`src/rtl/cla_pipe_addsub.sv`:
```
// Three-stage pipelined hierarchical carry-lookahead adder/subtractor with
// valid/ready handshaking on both sides and full backpressure.
module cla_pipe_addsub #(
    parameter int WIDTH = 32,
    parameter int BLK   = 4
) (
    input  logic             clk,
    input  logic             rst_n,
    input  logic             in_valid,
    output logic             in_ready,
    input  logic [WIDTH-1:0] a,
    input  logic [WIDTH-1:0] b,
    input  logic             cin,
    input  logic             sub,
    output logic             out_valid,
    input  logic             out_ready,
    output logic [WIDTH-1:0] sum,
    output logic             cout,
    output logic             ovf,
    output logic             zero
);

    localparam int NB = WIDTH / BLK;

    logic v1_q, v2_q, v3_q;
    logic load1, load2, load3;

    // A stage may take a new beat when it is empty or its content moves on.
    assign load3    = !v3_q || out_ready;
    assign load2    = !v2_q || load3;
    assign load1    = !v1_q || load2;
    assign in_ready = load1;

    logic [WIDTH-1:0] bEff;
    logic [WIDTH-1:0] p1_d, g1_d;
    logic [WIDTH-1:0] p1_q, g1_q;
    logic             c01_q, aMsb1_q, bMsb1_q;

    assign bEff = sub ? ~b : b;
    assign p1_d = a ^ bEff;
    assign g1_d = a & bEff;

    always_ff @(posedge clk or negedge rst_n) begin
        if (!rst_n) begin
            v1_q    <= 1'b0;
            p1_q    <= '0;
            g1_q    <= '0;
            c01_q   <= 1'b0;
            aMsb1_q <= 1'b0;
            bMsb1_q <= 1'b0;
        end else begin
            if (load1) begin
                v1_q <= in_valid;
            end
            if (load1 && in_valid) begin
                p1_q    <= p1_d;
                g1_q    <= g1_d;
                c01_q   <= cin ^ sub;
                aMsb1_q <= a[WIDTH-1];
                bMsb1_q <= bEff[WIDTH-1];
            end
        end
    end

    logic [NB-1:0] blkC2_d;
    logic          cout2_d;

    // Group propagate/generate per block, then the block-level carry chain.
    always_comb begin
        logic pk, gk, pRun, cRun;
        blkC2_d = '0;
        pk      = 1'b0;
        gk      = 1'b0;
        pRun    = 1'b0;
        cRun    = c01_q;
        for (int k = 0; k < NB; k++) begin
            pk   = &p1_q[k*BLK +: BLK];
            gk   = 1'b0;
            pRun = 1'b1;
            for (int i = BLK - 1; i >= 0; i--) begin
                gk   = gk | (pRun & g1_q[k*BLK + i]);
                pRun = pRun & p1_q[k*BLK + i];
            end
            blkC2_d[k] = cRun;
            cRun       = gk | (pk & cRun);
        end
        cout2_d = cRun;
    end

    logic [NB-1:0]    blkC2_q;
    logic             cout2_q, aMsb2_q, bMsb2_q;
    logic [WIDTH-1:0] p2_q, g2_q;

    always_ff @(posedge clk or negedge rst_n) begin
        if (!rst_n) begin
            v2_q    <= 1'b0;
            blkC2_q <= '0;
            cout2_q <= 1'b0;
            p2_q    <= '0;
            g2_q    <= '0;
            aMsb2_q <= 1'b0;
            bMsb2_q <= 1'b0;
        end else begin
            if (load2) begin
                v2_q <= v1_q;
            end
            if (load2 && v1_q) begin
                blkC2_q <= blkC2_d;
                cout2_q <= cout2_d;
                p2_q    <= p1_q;
                g2_q    <= g1_q;
                aMsb2_q <= aMsb1_q;
                bMsb2_q <= bMsb1_q;
            end
        end
    end

    logic [WIDTH-1:0] sum3_d;
    logic             ovf3_d, zero3_d;

    // Each bit's carry is a flat sum-of-products back to its block carry-in.
    always_comb begin
        logic acc, pRun;
        sum3_d = '0;
        acc    = 1'b0;
        pRun   = 1'b0;
        for (int k = 0; k < NB; k++) begin
            for (int j = 0; j < BLK; j++) begin
                acc  = 1'b0;
                pRun = 1'b1;
                for (int i = j - 1; i >= 0; i--) begin
                    acc  = acc | (pRun & g2_q[k*BLK + i]);
                    pRun = pRun & p2_q[k*BLK + i];
                end
                acc = acc | (pRun & blkC2_q[k]);
                sum3_d[k*BLK + j] = p2_q[k*BLK + j] ^ acc;
            end
        end
    end

    assign ovf3_d  = (aMsb2_q == bMsb2_q) && (sum3_d[WIDTH-1] != aMsb2_q);
    assign zero3_d = ~|sum3_d;

    logic [WIDTH-1:0] sum_q;
    logic             cout_q, ovf_q, zero_q;

    always_ff @(posedge clk or negedge rst_n) begin
        if (!rst_n) begin
            v3_q   <= 1'b0;
            sum_q  <= '0;
            cout_q <= 1'b0;
            ovf_q  <= 1'b0;
            zero_q <= 1'b0;
        end else begin
            if (load3) begin
                v3_q <= v2_q;
            end
            if (load3 && v2_q) begin
                sum_q  <= sum3_d;
                cout_q <= cout2_q;
                ovf_q  <= ovf3_d;
                zero_q <= zero3_d;
            end
        end
    end

    assign out_valid = v3_q;
    assign sum       = sum_q;
    assign cout      = cout_q;
    assign ovf       = ovf_q;
    assign zero      = zero_q;

endmodule

```
`config.mk`:
```
export PLATFORM = sky130hd
export DESIGN_NAME = cla_pipe_addsub
export DESIGN_NICKNAME = d
export VERILOG_FILES = /design/src/rtl/cla_pipe_addsub.sv
export SDC_FILE = /design/constraint.sdc
export NUM_CORES = 1
export LEC_CHECK = 0
export BUFFER_PORTS_ARGS = -buffer_cell sky130_fd_sc_hd__clkbuf_2
export CAP_MARGIN = 20
export CORE_MARGIN = 2
export CORE_UTILIZATION = 62
export DETAILED_ROUTE_END_ITERATION = 10
export GPL_ROUTABILITY_DRIVEN = 0
export GPL_TIMING_DRIVEN = 1
export PLACE_DENSITY = 0.82
export SYNTH_ARGS = -nofsm -noshare
export SYNTH_HDL_FRONTEND = slang
export SYNTH_SLANG_ARGS = --single-unit
```
`constraint.sdc`:
```
create_clock -name clk -period 3.89 [get_ports clk]
set_input_delay 0.778 -clock clk [delete_from_list [all_inputs] [get_ports clk]]
set_output_delay 0.778 -clock clk [all_outputs]
set_load 0.01 [all_outputs]
```
==> flow_summary_export.csv <==
group,metric,value,unit
outcome,outcome,"completed",
clock_network,cts_tree,"done",
power,clkPwrFrac,28.1,%
cells_and_area,fin_util,74.0,%
worst_setup_path,slowest_stage,"or4_1",
sta,worst_pin_slew,0.747,ns
grt,track_usage,26.5,%
route,drt-total-wl,17300,um
worst_setup_path,worst-path-buf-inv,0,
power,p_seq_share,44.6,%
power,switchingPower,2.01,mW
logic_synthesis,ys_top_cells_by_area,"dfrtp_1, mux2_2, nand2_1",
sta,timing.final.crit_share,66.2,%
logic_synthesis,syn-num-nets,842,
logic_synthesis,synth.yosys.seq_area_share,54.0,%
power,sw_frac_of_total,33.2,%
clock_network,cts_root_buf,"clkbuf_16",
floorplan,die-width,117,um
logic_synthesis,yosys.area.top_type,"dfrtp_1",
floorplan,core_area,12600,um^2
power,cellPowerDensity,648,nW/um^2
logic_synthesis,syn_inst,732,
logic_synthesis,yosys_warnings,0,
power,power_leakage,4.66,nW
worst_setup_path,critical_path_required,4.23,ns
floorplan,die_area,13800,um^2
floorplan,rows,41,
sta,max-slew-margin-rel,50.0,%
worst_setup_path,end_kind,"flop",
cells_and_area,area_delta_synth_final,16.7,%
logic_synthesis,yosys.area.top_type_share,54.0,%
clock_network,htree_levels,4,
clock_network,clockBufferDepth,2,
sta,timing.fmax,389,MHz
worst_setup_path,r2r_cells,7,
floorplan,die_y,117,um
worst_setup_path,crit_arrival,2.91,ns
sta,finalSetupViolations,0,
logic_synthesis,avgSynthCellArea,10.9,um^2
logic_synthesis,synth.distinct_cells,40,
clock_network,cts_setup_buffers,0,
worst_setup_path,max_stage_delay,0.53,ns
logic_synthesis,synth-edff-count,0,
placed_design,dp_slack,1.11,ns
placed_design,port_buffers,106,
route,num_vias,5692,
route,drtIter0Drc,440,
worst_setup_path,start_kind,"flop",
sta,fin_skew,0.00629,ns
clock_network,cts_buffers,17,
placed_design,hpwl,12300,um
worst_setup_path,worstPathMaxFanout,3,
grt,first_global_vias,5756,
power,ir_worst_vdd,0.302,mV
clock_network,ctsHoldBuffers,0,
placed_design,placed_area,8680,um^2
worst_setup_path,crit_type,"flop to flop",
cells_and_area,drive_above_1_share,27.6,%
cells_and_area,antennaDiodeCount,0,
clock_network,clk_latency,0.43,ns
route,routedWlPerCell,17.0,um
logic_synthesis,ys_ff_latch,172,
grt,grt_start_max_net_pins,78,
cells_and_area,stdcell_area,9300,um^2
cells_and_area,fillCellCount,880,
worst_setup_path,critical_path.top_delay_family,"simple AND/OR/NAND/NOR gates",
logic_synthesis,netlist_area,7970,um^2
sta,slew_violations,0,
grt,grt_overflow,0,
grt,grt_pass1_wl,28900,um
clock_network,cts_sinks,172,
clock_network,clk_pin_slew,0.06,ns
clock_network,cts_resized,0,
power,p_comb_share,27.4,%
job,max-cap-violations,0,
route,final_antenna_net_count,0,
sta,rsz0062_at_grt,"false",
grt,antenna_found_initial,0,
route,first_pass_iters,5,
hold_path,hold_path.class,"input port to async pin",
route,post_drt_via_cell_ratio,5.60,
worst_setup_path,r2r_start,"blkC2_q[4]$_DFFE_PN0P_",
sta,layout_setup_ws,1.32,ns
logic_synthesis,async_flop_share,100,%
power,intPower,4.03,mW
floorplan,pin_count,107,
floorplan,start_util,63.4,%
cells_and_area,fin_nets,942,
logic_synthesis,yosys_most_used_dff,"dfrtp_1",
logic_synthesis,synthTopCellsByCount,"nand2_1, dfrtp_1, mux2_2",
worst_setup_path,r2r_end,"zero$_DFFE_PN0P_",
logic_synthesis,synth.most_common_cell,"nand2_1",
sta,hold_viol,0,
worst_setup_path,reg2reg_slack,1.32,ns
sta,fin_setup_tns,0,ns
sta,min_period,2.57,ns
worst_setup_path,path_cells,"ha_1, nor2_1, xor2_1, nand4_1, or4_1, or4b_1, o31ai_2",
route,drc,0,
-- power groups by stage --
stage	Sequential, mW	Combinational (mW)	Clock, mW
2_1_floorplan	2.67	0.967	0
3_3_place_gp	2.67	1.56	0
3_5_place_dp	2.71	1.62	0
4_1_cts	2.68	1.65	1.71
5_1_grt	2.75	1.82	1.78
6_report	2.69	1.65	1.69
-- kinds of logic (layout without fill, tap and decap cells) --
family / after synthesis / after routing / share of synthesized area [%]
AND/OR/NAND/NOR: 244 / 244 / 12.7
flip-flops: 172 / 172 / 54.0
AO/OA/AOI/OAI: 95 / 95 / 7.14
multiplexers: 83 / 83 / 11.7
XOR/XNOR: 56 / 56 / 6.15
buffers and inverters: 42 / 155 / 2.02
adder cells (fa/ha/maj): 40 / 40 / 6.28
-- routing by layer --
| metal | wire (um) | GRT usage [%] | vias up |
|---|---|---|---|
| met2 | 8300 | 42.4 | 206 |
| met4 | 269 | 9.11 | 0 |
| met1 | 7840 | 37.2 | 2794 |
| met5 | 0 | 0 | - |
| met3 | 857 | 4.67 | 22 |
| li1 | - | - | 2670 |
-- how the worst max path moves through the flow --
stage,start,endpoint,slack (ns),cells past startpoint
after floorplan,out_ready,zero$_DFFE_PN0P_,1.60,5
after global placement,out_ready,zero$_DFFE_PN0P_,1.17,6
after detailed placement,out_ready,zero$_DFFE_PN0P_,1.11,6
after CTS,blkC2_q[4]$_DFFE_PN0P_,zero$_DFFE_PN0P_,1.37,7
after global routing,p2_q[16]$_DFFE_PN0P_,zero$_DFFE_PN0P_,1.20,7
final,blkC2_q[4]$_DFFE_PN0P_,zero$_DFFE_PN0P_,1.32,7
-- cell usage in the layout (no fill, tap or decap), drive strengths merged, types with 2 or more instances in the layout --
cell	synthesis	routed
a211o	2	2
a21o	11	11
a21oi	27	27
a41oi	2	2
and2	2	2
buf	14	8
bufinv	0	2
clkbuf	18	127
clkinv	0	4
clkinvlp	0	4
dfrtp	172	172
ha	40	40
inv	10	10
mux2	83	83
nand2	193	193
nand2b	5	5
nand3	4	4
nand4	9	9
nor2	15	15
nor2b	3	3
nor3	3	3
nor3b	2	2
nor4	2	2
o211ai	2	2
o21ai	36	36
o21bai	7	7
or3	2	2
or4	2	2
xnor2	9	9
xor2	47	47
-- per-stage QoR --
step | instances | hold slack, ns | power (mW)
2_1_floorplan | 732 | 0.433 | 3.64
3_3_place_gp | 984 | 0.456 | 4.22
3_5_place_dp | 984 | 0.458 | 4.33
4_1_cts | 1016 | 0.412 | 6.03
5_1_grt | 1017 | 0.433 | 6.35
6_report | 1017 | 0.367 | 6.03
-- area by class of cell --
| class | count | area [um^2] | area share [%] |
|---|---|---|---|
| clock buffers | 22 | 484 | 5.20 |
| clock inverters | 10 | 114 | 1.22 |
| inverters | 10 | 37.5 | 0.403 |
| multi-input cells | 518 | 3510 | 37.8 |
| flip-flops and latches | 172 | 4300 | 46.3 |
| well taps | 172 | 215 | 2.31 |
| repair buffers | 113 | 634 | 6.82 |
-- flip-flops by register name, indices dropped and copies added, names as in the netlist, 8 cells and up --
name / cells
blkC2_q: 8
p1_q: 32
p2_q: 32
g2_q: 24
g1_q: 32
sum: 32
Note: power is estimated with default switching activity, not from simulation.
